**config.mk**
```make
export PLATFORM = sky130hd
export DESIGN_NAME = audio_sram_sched_flat
export DESIGN_NICKNAME = d
export VERILOG_FILES = /design/src/rtl/audio_pkg.sv /design/src/rtl/audio_sram_sched_if.sv /design/src/rtl/audio_addr_ctr.sv /design/src/rtl/audio_sram_sched.sv /design/src/flat_wrapper.sv
export SDC_FILE = /design/constraint.sdc
export NUM_CORES = 1
export LEC_CHECK = 0
export ABC_AREA = 1
export CAP_MARGIN = 5
export CORE_ASPECT_RATIO = 1.5
export CORE_MARGIN = 2
export CORE_UTILIZATION = 50
export CTS_BUF_LIST = sky130_fd_sc_hd__clkbuf_8
export CTS_CLUSTER_SIZE = 10
export DETAILED_ROUTE_END_ITERATION = 10
export HOLD_SLACK_MARGIN = 0.12
export PLACE_DENSITY = 0.88
export RECOVER_POWER = 25
export REMOVE_ABC_BUFFERS = 1
export SKIP_LAST_GASP = 1
export SLEW_MARGIN = 25
export SYNTH_ARGS = -nofsm -noshare
export SYNTH_HDL_FRONTEND = slang
export SYNTH_SLANG_ARGS = --single-unit
```
**constraint.sdc**
```tcl
create_clock -name clk -period 2.7 [get_ports clk]
set_clock_uncertainty 0.15 [all_clocks]
set_input_delay 0.405 -clock clk [delete_from_list [all_inputs] [get_ports clk]]
set_output_delay 0.405 -clock clk [all_outputs]
set_load 0.02 [all_outputs]
```
**src/rtl/audio_pkg.sv**
```systemverilog
// Shared types for the audio SRAM scheduler; the top-level FSM uses sched_state_t to decode state_o.
package audio_pkg;

  localparam int unsigned SAMPLE_W = 16;
  localparam int unsigned STATE_W  = 3;

  typedef enum logic [2:0] {
    IDLE       = 3'd0,
    REC        = 3'd1,
    REC_PAUSE  = 3'd2,
    PLAY       = 3'd3,
    PLAY_PAUSE = 3'd4
  } sched_state_t;

endpackage

```
**src/rtl/audio_sram_sched_if.sv**
```systemverilog
// Command, I2S sample and SRAM pin bundle between the top FSM/I2S block, the scheduler and the SRAM.
interface audio_sram_sched_if #(
  parameter int unsigned ADDR_W = 20
) ();

  localparam int unsigned SW = audio_pkg::SAMPLE_W;

  logic              cmd_rec;
  logic              cmd_play;
  logic              cmd_pause;
  logic              cmd_stop;
  logic [SW-1:0]     record_data;
  logic              record_valid;
  logic              request_play;
  logic [SW-1:0]     play_data;
  logic              play_valid;
  logic [ADDR_W-1:0] sram_addr;
  logic [SW-1:0]     sram_wdata;
  logic [SW-1:0]     sram_rdata;
  logic              sram_we_n;
  logic              sram_oe_n;

  // Scheduler side
  modport master (
    input  cmd_rec, cmd_play, cmd_pause, cmd_stop,
    input  record_data, record_valid, request_play, sram_rdata,
    output play_data, play_valid, sram_addr, sram_wdata, sram_we_n, sram_oe_n
  );

  // Command / I2S / SRAM side
  modport slave (
    output cmd_rec, cmd_play, cmd_pause, cmd_stop,
    output record_data, record_valid, request_play, sram_rdata,
    input  play_data, play_valid, sram_addr, sram_wdata, sram_we_n, sram_oe_n
  );

endinterface

```
**src/rtl/audio_addr_ctr.sv**
```systemverilog
// W-bit SRAM pointer with clear and increment; wrap_c flags the last address.
module audio_addr_ctr #(
  parameter int unsigned W = 20
) (
  input  logic         clk,
  input  logic         rst_n,
  input  logic         clr,
  input  logic         inc,
  output logic [W-1:0] cnt,
  output logic         wrap_c
);

  // clr together with inc lands on 1: the access at address 0 is consumed in the same cycle
  always_ff @(posedge clk or negedge rst_n) begin
    if (!rst_n) begin
      cnt <= '0;
    end else if (clr) begin
      cnt <= inc ? W'(1) : '0;
    end else if (inc) begin
      cnt <= cnt + W'(1);
    end
  end

  assign wrap_c = (cnt == {W{1'b1}});

endmodule

```
**src/rtl/audio_sram_sched.sv**
```systemverilog
// Arbitrates one external SRAM between I2S recording and playback; keeps the recorded length.
// Optional build macro LOOP_PLAY_EN: playback wraps to address 0 at end of data instead of stopping.
module audio_sram_sched #(
  parameter int unsigned ADDR_W = 20
) (
  input  logic                   clk,
  input  logic                   rst_n,
  audio_sram_sched_if.master     bus,
  output logic [2:0]             state_o,
  output logic [ADDR_W-1:0]      rec_len,
  output logic                   mem_full
);
  import audio_pkg::*;

  localparam int unsigned SW = SAMPLE_W;

  localparam logic [2:0] ST_IDLE       = 3'(IDLE);
  localparam logic [2:0] ST_REC        = 3'(REC);
  localparam logic [2:0] ST_REC_PAUSE  = 3'(REC_PAUSE);
  localparam logic [2:0] ST_PLAY       = 3'(PLAY);
  localparam logic [2:0] ST_PLAY_PAUSE = 3'(PLAY_PAUSE);

  logic [2:0]        state_q, state_d;
  logic              we_n_q, we_n_d;
  logic              oe_n_q, oe_n_d;
  logic [ADDR_W-1:0] addr_q, addr_d;
  logic [SW-1:0]     wdata_q, wdata_d;
  logic [SW-1:0]     play_data_q, play_data_d;
  logic              play_valid_q, play_valid_d;
  logic [ADDR_W-1:0] rec_len_q, rec_len_d;
  logic              mem_full_q, mem_full_d;
  logic              rd_pend_q, rd_pend_d;

  logic              wr_clr, wr_inc, rd_clr, rd_inc;
  logic [ADDR_W-1:0] wr_ptr, rd_ptr;
  logic              wr_wrap_c, rd_wrap_c, rd_eod_c;

  audio_addr_ctr #(.W(ADDR_W)) u_wr_ptr (
    .clk    (clk),
    .rst_n  (rst_n),
    .clr    (wr_clr),
    .inc    (wr_inc),
    .cnt    (wr_ptr),
    .wrap_c (wr_wrap_c)
  );

  audio_addr_ctr #(.W(ADDR_W)) u_rd_ptr (
    .clk    (clk),
    .rst_n  (rst_n),
    .clr    (rd_clr),
    .inc    (rd_inc),
    .cnt    (rd_ptr),
    .wrap_c (rd_wrap_c)
  );

  // rd_ptr never passes rec_len; the wrap term only guards against a pointer roll-over
  assign rd_eod_c = (rd_ptr == rec_len_q) || rd_wrap_c;

  // Next-state and registered-output logic
  always_comb begin
    state_d      = state_q;
    we_n_d       = 1'b1;
    oe_n_d       = 1'b1;
    addr_d       = addr_q;
    wdata_d      = wdata_q;
    play_data_d  = play_data_q;
    play_valid_d = 1'b0;
    rec_len_d    = rec_len_q;
    mem_full_d   = mem_full_q;
    rd_pend_d    = 1'b0;
    wr_clr       = 1'b0;
    wr_inc       = 1'b0;
    rd_clr       = 1'b0;
    rd_inc       = 1'b0;

    if (bus.cmd_stop) begin
      state_d = ST_IDLE;
    end else if (bus.cmd_pause) begin
      case (state_q)
        ST_REC:        state_d = ST_REC_PAUSE;
        ST_REC_PAUSE:  state_d = ST_REC;
        ST_PLAY:       state_d = ST_PLAY_PAUSE;
        ST_PLAY_PAUSE: state_d = ST_PLAY;
        default:       ;
      endcase
    end else if (state_q == ST_IDLE) begin
      if (bus.cmd_rec) begin
        state_d    = ST_REC;
        wr_clr     = 1'b1;
        rec_len_d  = '0;
        mem_full_d = 1'b0;
      end else if (bus.cmd_play && (rec_len_q != '0)) begin
        state_d = ST_PLAY;
        rd_clr  = 1'b1;
      end
    end

    // A sample seen in REC is written even alongside stop/pause
    if ((state_q == ST_REC) && bus.record_valid) begin
      we_n_d  = 1'b0;
      addr_d  = wr_ptr;
      wdata_d = bus.record_data;
      wr_inc  = 1'b1;
      if (wr_wrap_c) begin
        mem_full_d = 1'b1;
        state_d    = ST_IDLE;
      end else begin
        rec_len_d = ADDR_W'(rec_len_q + 1'b1);
      end
    end

    // Read data is sampled at the end of the oe_n-low cycle unless a stop cancels it
    if (rd_pend_q && !bus.cmd_stop) begin
      play_data_d  = bus.sram_rdata;
      play_valid_d = 1'b1;
    end

    if ((state_q == ST_PLAY) && bus.request_play && !rd_pend_q && !bus.cmd_stop) begin
      if (!rd_eod_c) begin
        oe_n_d    = 1'b0;
        addr_d    = rd_ptr;
        rd_inc    = 1'b1;
        rd_pend_d = 1'b1;
      end else begin
`ifdef LOOP_PLAY_EN
        oe_n_d    = 1'b0;
        addr_d    = '0;
        rd_clr    = 1'b1;
        rd_inc    = 1'b1;
        rd_pend_d = 1'b1;
`else
        state_d   = ST_IDLE;
`endif
      end
    end
  end

  // State and output registers
  always_ff @(posedge clk or negedge rst_n) begin
    if (!rst_n) begin
      state_q      <= ST_IDLE;
      we_n_q       <= 1'b1;
      oe_n_q       <= 1'b1;
      addr_q       <= '0;
      wdata_q      <= '0;
      play_data_q  <= '0;
      play_valid_q <= 1'b0;
      rec_len_q    <= '0;
      mem_full_q   <= 1'b0;
      rd_pend_q    <= 1'b0;
    end else begin
      state_q      <= state_d;
      we_n_q       <= we_n_d;
      oe_n_q       <= oe_n_d;
      addr_q       <= addr_d;
      wdata_q      <= wdata_d;
      play_data_q  <= play_data_d;
      play_valid_q <= play_valid_d;
      rec_len_q    <= rec_len_d;
      mem_full_q   <= mem_full_d;
      rd_pend_q    <= rd_pend_d;
    end
  end

  assign bus.sram_we_n  = we_n_q;
  assign bus.sram_oe_n  = oe_n_q;
  assign bus.sram_addr  = addr_q;
  assign bus.sram_wdata = wdata_q;
  assign bus.play_data  = play_data_q;
  assign bus.play_valid = play_valid_q;
  assign state_o        = state_q;
  assign rec_len        = rec_len_q;
  assign mem_full       = mem_full_q;

endmodule

```
**src/flat_wrapper.sv**
```systemverilog
// flat-port wrapper written by rule: the top's interface ports become plain ports
module audio_sram_sched_flat import audio_pkg::*;
#(
  parameter int unsigned ADDR_W = 20
)
  (clk, rst_n, state_o, rec_len, mem_full, bus_cmd_rec, bus_cmd_play, bus_cmd_pause, bus_cmd_stop, bus_record_data, bus_record_valid, bus_request_play, bus_sram_rdata, bus_play_data, bus_play_valid, bus_sram_addr, bus_sram_wdata, bus_sram_we_n, bus_sram_oe_n);
  audio_sram_sched_if #(.ADDR_W(ADDR_W)) bus_i ();
  input  logic clk;
  input  logic rst_n;
  output logic [2:0] state_o;
  output logic [ADDR_W-1:0] rec_len;
  output logic mem_full;
  input wire logic [$bits(bus_i.cmd_rec)-1:0] bus_cmd_rec;
  input wire logic [$bits(bus_i.cmd_play)-1:0] bus_cmd_play;
  input wire logic [$bits(bus_i.cmd_pause)-1:0] bus_cmd_pause;
  input wire logic [$bits(bus_i.cmd_stop)-1:0] bus_cmd_stop;
  input wire logic [$bits(bus_i.record_data)-1:0] bus_record_data;
  input wire logic [$bits(bus_i.record_valid)-1:0] bus_record_valid;
  input wire logic [$bits(bus_i.request_play)-1:0] bus_request_play;
  input wire logic [$bits(bus_i.sram_rdata)-1:0] bus_sram_rdata;
  output wire logic [$bits(bus_i.play_data)-1:0] bus_play_data;
  output wire logic [$bits(bus_i.play_valid)-1:0] bus_play_valid;
  output wire logic [$bits(bus_i.sram_addr)-1:0] bus_sram_addr;
  output wire logic [$bits(bus_i.sram_wdata)-1:0] bus_sram_wdata;
  output wire logic [$bits(bus_i.sram_we_n)-1:0] bus_sram_we_n;
  output wire logic [$bits(bus_i.sram_oe_n)-1:0] bus_sram_oe_n;
  assign bus_i.cmd_rec = bus_cmd_rec;
  assign bus_i.cmd_play = bus_cmd_play;
  assign bus_i.cmd_pause = bus_cmd_pause;
  assign bus_i.cmd_stop = bus_cmd_stop;
  assign bus_i.record_data = bus_record_data;
  assign bus_i.record_valid = bus_record_valid;
  assign bus_i.request_play = bus_request_play;
  assign bus_i.sram_rdata = bus_sram_rdata;
  assign bus_play_data = bus_i.play_data;
  assign bus_play_valid = bus_i.play_valid;
  assign bus_sram_addr = bus_i.sram_addr;
  assign bus_sram_wdata = bus_i.sram_wdata;
  assign bus_sram_we_n = bus_i.sram_we_n;
  assign bus_sram_oe_n = bus_i.sram_oe_n;
  audio_sram_sched #(.ADDR_W(ADDR_W)) u_core (.clk(clk), .rst_n(rst_n), .bus(bus_i), .state_o(state_o), .rec_len(rec_len), .mem_full(mem_full));
endmodule
```
# After elaboration in Yosys (flattened, before gate mapping)
# Index checks and enable logic that the tools add are counted.
# totals
regBits	120
in_bits	40
wordCells	82
# classes
n_addsub	3
n_eq_ne	7
n_mux	47
n_reduce_logical	13
# ops
op	n
20-bit 2-to-1 mux	13
20-bit by 1-bit adder with 20-bit output, second input constant	3
20-bit == test, second input constant	2
3-bit 2-to-1 mux	9
1-bit 2-to-1 mux	24
20-bit == test	1
20-bit nonzero test	1
3-bit one-hot mux with 4 select lines	1
3-bit by 2-bit == test with 1-bit output, second input constant	2
1-bit logical AND	6
2-bit nonzero test	2
3-bit by 1-bit == test with 1-bit output, second input constant	1
3-bit == test, second input constant	1
3-bit logical NOT	1
1-bit logical NOT	2
1-bit logical OR	1

# Logic depth before layout (Yosys ltp)
# logic_depth
ltp_word	11
ltp_mapped	13
mapped_depth_nobuf	12

# Modules after synthesis
# From an unflattened synthesis, not the netlist that was laid out.
# unflattened
hier_cells	916
hier_area_um2	6548.8
# by_module_without_submodules
mod	instances	cells_each	area_each_um2
audio_sram_sched	1	570	4124.0
audio_addr_ctr	2	173	1212.4

# Worst setup path after synthesis
# OpenSTA, ideal clock, no wires.
# synth_path
path_type	reg2reg
start	register u_core.u_rd_ptr.cnt[0]
end	register u_core.u_rd_ptr.cnt[0]
setup_time_ns	0.113
arrival_time_ns	1.627
required_time_ns	2.437
path_slack_ns	0.810
stages_incl_launch_ff	12
n_path_buf	1
cell_sequence	dfrtp_1 > ha_1 > nand2_1 > nor3_4 > nand4_1 > nor2_2 > inv_2 > nand3_4 > buf_6 > nand2_1 > nand2_1 > inv_1
# synth_via
elab_chain_cells	6
# synth_rtl
item	line	source
start: declaration	audio_addr_ctr.sv:9	output logic [W-1:0] cnt,
start signal: assignment	audio_addr_ctr.sv:18	cnt <= inc ? W'(1) : '0;
start signal: assignment	audio_addr_ctr.sv:20	cnt <= cnt + W'(1);
parallel branches: the longest is 6 deep, another holds 20-bit by 1-bit adder with 20-bit output	-	
# Several ways; the timed one is not identified. The select of a mux whose other input is x is not followed.
# A chain may end at the register's enable or synchronous reset.

# Final worst setup path
# layout_path
start	register u_core.u_rd_ptr.cnt[0]
end	register u_core.u_rd_ptr.cnt[4]
# layout_via
elab_chain_cells	5
# layout_rtl
item
parallel branches: the longest is 5 deep, another holds 20-bit by 1-bit adder with 20-bit output
# Several ways; the timed one is not identified. The select of a mux whose other input is x is not followed.

==> flow_summary_export.csv <==
group,metric,value,unit
logic_synthesis,synth_cell_type_count,40,
clocking,cts_tree,"built",
detailed_routing,first_pass_iters,7,
finish,fin_nets,1112,
critical_path,cp_top_family,"simple AND/OR/NAND/NOR gates",
logic_synthesis,synth_xor_area_share,2.097,%
logic_synthesis,synthAdderAreaFrac,0.7488,%
global_routing,overflow,0,
sta,fin_setup_tns,0,ns
outcome,status,"finished clean",
clocking,cts.clk_slew.worst_paths,0.07,ns
critical_path,r2r_setup_slack,0.26,ns
logic_synthesis,yosysWarnings,0,
global_routing,grt_max_degree,54,
detailed_routing,wl_per_cell,15.71,um
clocking,h-tree-depth,4,
power_and_ir_drop,cellPowerDensity,653.9,nW/um^2
detailed_routing,routed_wl,19480,um
sta,hold_violations,0,
sta,fin_crit,2.435,ns
critical_path,crit_path_max_fanout,22,
sta,max_slew.worst_pin.slew,1.013,ns
critical_path,critPathMaxStageDelay,0.47,ns
die,core_area,13020,sq um
clocking,clk_path_buf_depth,2,
place,portBuffers,118,
clocking,post_cts_resized,0,
sta,rsz0062_at_grt,"false",
die,die_x,98.40,um
global_routing,antenna_found_initial,0,
critical_path,crit_path_end_kind,"flop",
global_routing,grt_pass1_vias,6563,
logic_synthesis,syn_inst,944,
detailed_routing,drtAntennaViolNets,0,
critical_path,cp_cell_sequence,"ha_1 > nand2_1 > nor3_4 > nand4_1 > nor2_2 > inv_2 > nand3_4 > buf_4 > nand3_1 > nand2_1",
critical_path,start_kind,"flop",
clocking,post_cts_buffers,0,
clocking,clockRootBuffer,"clkbuf_8",
worst_hold_path,hold_class,"flop to flop",
die,start_util,51.35,%
sta,drv_slew,0,
logic_synthesis,synth_compound_area_share,7.170,%
finish,syn_to_final_growth,27.24,%
critical_path,worst-path-buf-inv,2,
place,dp_hpwl,13990,um
logic_synthesis,synth_mux_area_share,0,%
detailed_routing,drt_iter0_drc,562,
power_and_ir_drop,ir_drop,0.2536,mV
finish,drive_gt1_share,6.013,%
logic_synthesis,synth_top_family_by_area,"simple AND/OR/NAND/NOR gates",
place,pre_cts_ws,0.2203,ns
sta,setup_violations,0,
sta,fmax,410.6,MHz
detailed_routing,drc,0,
logic_synthesis,seq_area_frac_synth,44.96,%
die,num_rows,51,
clocking,cts_sinks,120,
finish,multi_input_area,3109,sq um
place,gp_congestion,1.001,
logic_synthesis,synth_seq_cells,120,
logic_synthesis,synth_area_per_cell,7.080,sq um
logic_synthesis,synth_simple_gate_area_share,36.37,%
run,cap_viol_max_count,0,
sta,max-slew-margin-rel,32.48,%
die,num_io_pins,119,
detailed_routing,routed_via_density,5.484,
clocking,hold_buffers,1,
finish,diodes,0,
critical_path,slowest_stage,"dfrtp_1",
sta,post-route-worst-setup-slack,0.2646,ns
global_routing,grt_use_total,27.68,%
power_and_ir_drop,p_leak,0.004197,uW
finish,seqCellArea,3005,sq um
global_routing,grt_pass1_wl,31640,um
critical_path,crit_top_cell,"nand2_1",
logic_synthesis,netlist_area,6684,sq um
clocking,cts_made_buffers,17,
critical_path,cp_data_required_time,2.93,ns
critical_path,cp_data_arrival_time,2.66,ns
die,die_area,14330,sq um
sta,period_share,90.20,%
critical_path,crit_type,"flop to flop",
detailed_routing,num_vias,6800,
clocking,clock_latency,0.44,ns
finish,fillers,1083,
die,dieHeight,145.6,um
==> worst reg2reg max path, stage by stage, from the launching register on <==
cell     delay (ns)
dfrtp_1        0.47
ha_1           0.35
nand2_1        0.15
nor3_4         0.18
nand4_1        0.17
nor2_2         0.19
inv_2          0.06
nand3_4        0.25
buf_4          0.22
nand3_1        0.09
nand2_1        0.09
==> routing by layer <==
layer	global-route usage (%)	part of all wire, %	routed length (um)
met3	6.052	5.5	1062
met1	30.39	36	7071
met5	0	0	0
met2	47.82	52	10180
met4	17.47	6.0	1170
==> where the power goes <==
part | switching [uW] | internal (uW)
combinational | 868 | 647
clock | 723 | 1110
sequential | 183 | 2030
total | 1770 | 3790
==> final timing paths <==
kind	depth (start not counted)	start	end
max	10	u_core.u_rd_ptr.cnt[0]$_DFFE_PN0P_	u_core.u_rd_ptr.cnt[4]$_DFFE_PN0P_
min	2	u_core.bus.sram_wdata[5]$_DFFE_PN0P_	u_core.bus.sram_wdata[5]$_DFFE_PN0P_
max reg2reg	10	u_core.u_rd_ptr.cnt[0]$_DFFE_PN0P_	u_core.u_rd_ptr.cnt[4]$_DFFE_PN0P_
min reg2reg	2	u_core.bus.sram_wdata[5]$_DFFE_PN0P_	u_core.bus.sram_wdata[5]$_DFFE_PN0P_
max in group asynchronous	3	rst_n	u_core.rec_len[14]$_DFF_PN0_
min in group asynchronous	2	rst_n	u_core.rec_len[4]$_DFF_PN0_
==> synthesized netlist by cell type <==
master,n,area [sq um]
nor2_1,73,274.0
nand3b_1,1,7.510
inv_2,2,7.510
dfrtp_1,118,2953
o21ai_0,52,260.3
nor4_1,4,25.02
clkbuf_2,1,5.000
nand3_2,1,10.01
dfstp_2,2,52.55
buf_2,11,55.05
o31ai_2,1,12.51
a31oi_1,3,18.77
clkinv_1,2,7.510
inv_1,99,371.6
o21a_1,1,7.510
nand3_1,63,315.3
buf_4,3,22.52
nand2_1,371,1393
nor3_2,1,10.01
xnor2_1,2,17.52
o21ai_1,8,40.04
nor2_2,3,18.77
nor3_4,1,16.27
buf_6,5,56.30
nor3_1,17,85.08
nor2b_1,1,6.260
nor3b_1,2,15.01
o211a_1,1,10.01
clkbuf_1,12,45.04
buf_1,2,7.510
xor2_1,14,122.6
nand2_2,1,6.260
nand3_4,1,17.52
and2_0,1,6.260
a211oi_1,1,7.510
nand4_1,34,212.7
ha_1,4,50.05
a21oi_1,22,110.1
o22ai_1,2,12.51
nor4_2,1,12.51
==> sequential cells by signal (all words and copies together), names as in the netlist <==
register and count:
u_core.state_o 3, u_core.bus.sram_we_n 1, u_core.rd_pend_q 1, u_core.bus.sram_oe_n 1, u_core.rec_len 20, u_core.bus.sram_addr 20
u_core.bus.play_data 16, u_core.u_rd_ptr.cnt 20, u_core.u_wr_ptr.cnt 20, u_core.bus.sram_wdata 16, u_core.bus.play_valid 1, u_core.mem_full 1
==> kinds of logic after synthesis <==
group	after synthesis
and+or+nand+nor	576
buffers and inverters	137
DFF	120
AOI/OAI and AO/OA	91
xor gates and xnor gates	16
adders and majority gates	4
==> through the flow <==
| stage | utilization, % | instance area [sq um] | std cells | total power [uW] | hold WS [ns] |
|---|---|---|---|---|---|
| floorplan | - | 6492 | 910 | 2995 | -0.04059 |
| global placement | 61.97 | 8066 | 1207 | 3714 | 0.1515 |
| detailed placement | 61.97 | 8066 | 1207 | 3763 | 0.1547 |
| CTS | 65.55 | 8533 | 1240 | 5586 | 0.2194 |
| global route | 65.33 | 8504 | 1240 | 5833 | 0.3387 |
| finish | 65.33 | 8504 | 1240 | 5561 | 0.3303 |
==> layout make-up <==
cell class,count,share of cell area (%)
multi-input combinational,687,36.56
clock buffer,25,4.046
tap,159,2.339
timing repair buffer,139,15.85
inverter,103,4.546
sequential,120,35.34
clock inverter,7,1.324
==> layout by cell type (no fill, tap or decap), drive strengths merged, types with 2 or more instances in the layout <==
cell and count:
nor4 5, a21oi 22, nor2 76, a31oi 3, dfstp 2, clkbuf 28
nor3 19, dfrtp 118, clkinv 5, inv 102, nor3b 2, xor2 14
clkdlybuf4s50 117, buf 18, nand2 372, bufinv 3, o22ai 2, nand3 65
nand4 34, xnor2 2, o21ai 60, ha 4
Power figures use the tool's default switching activity.
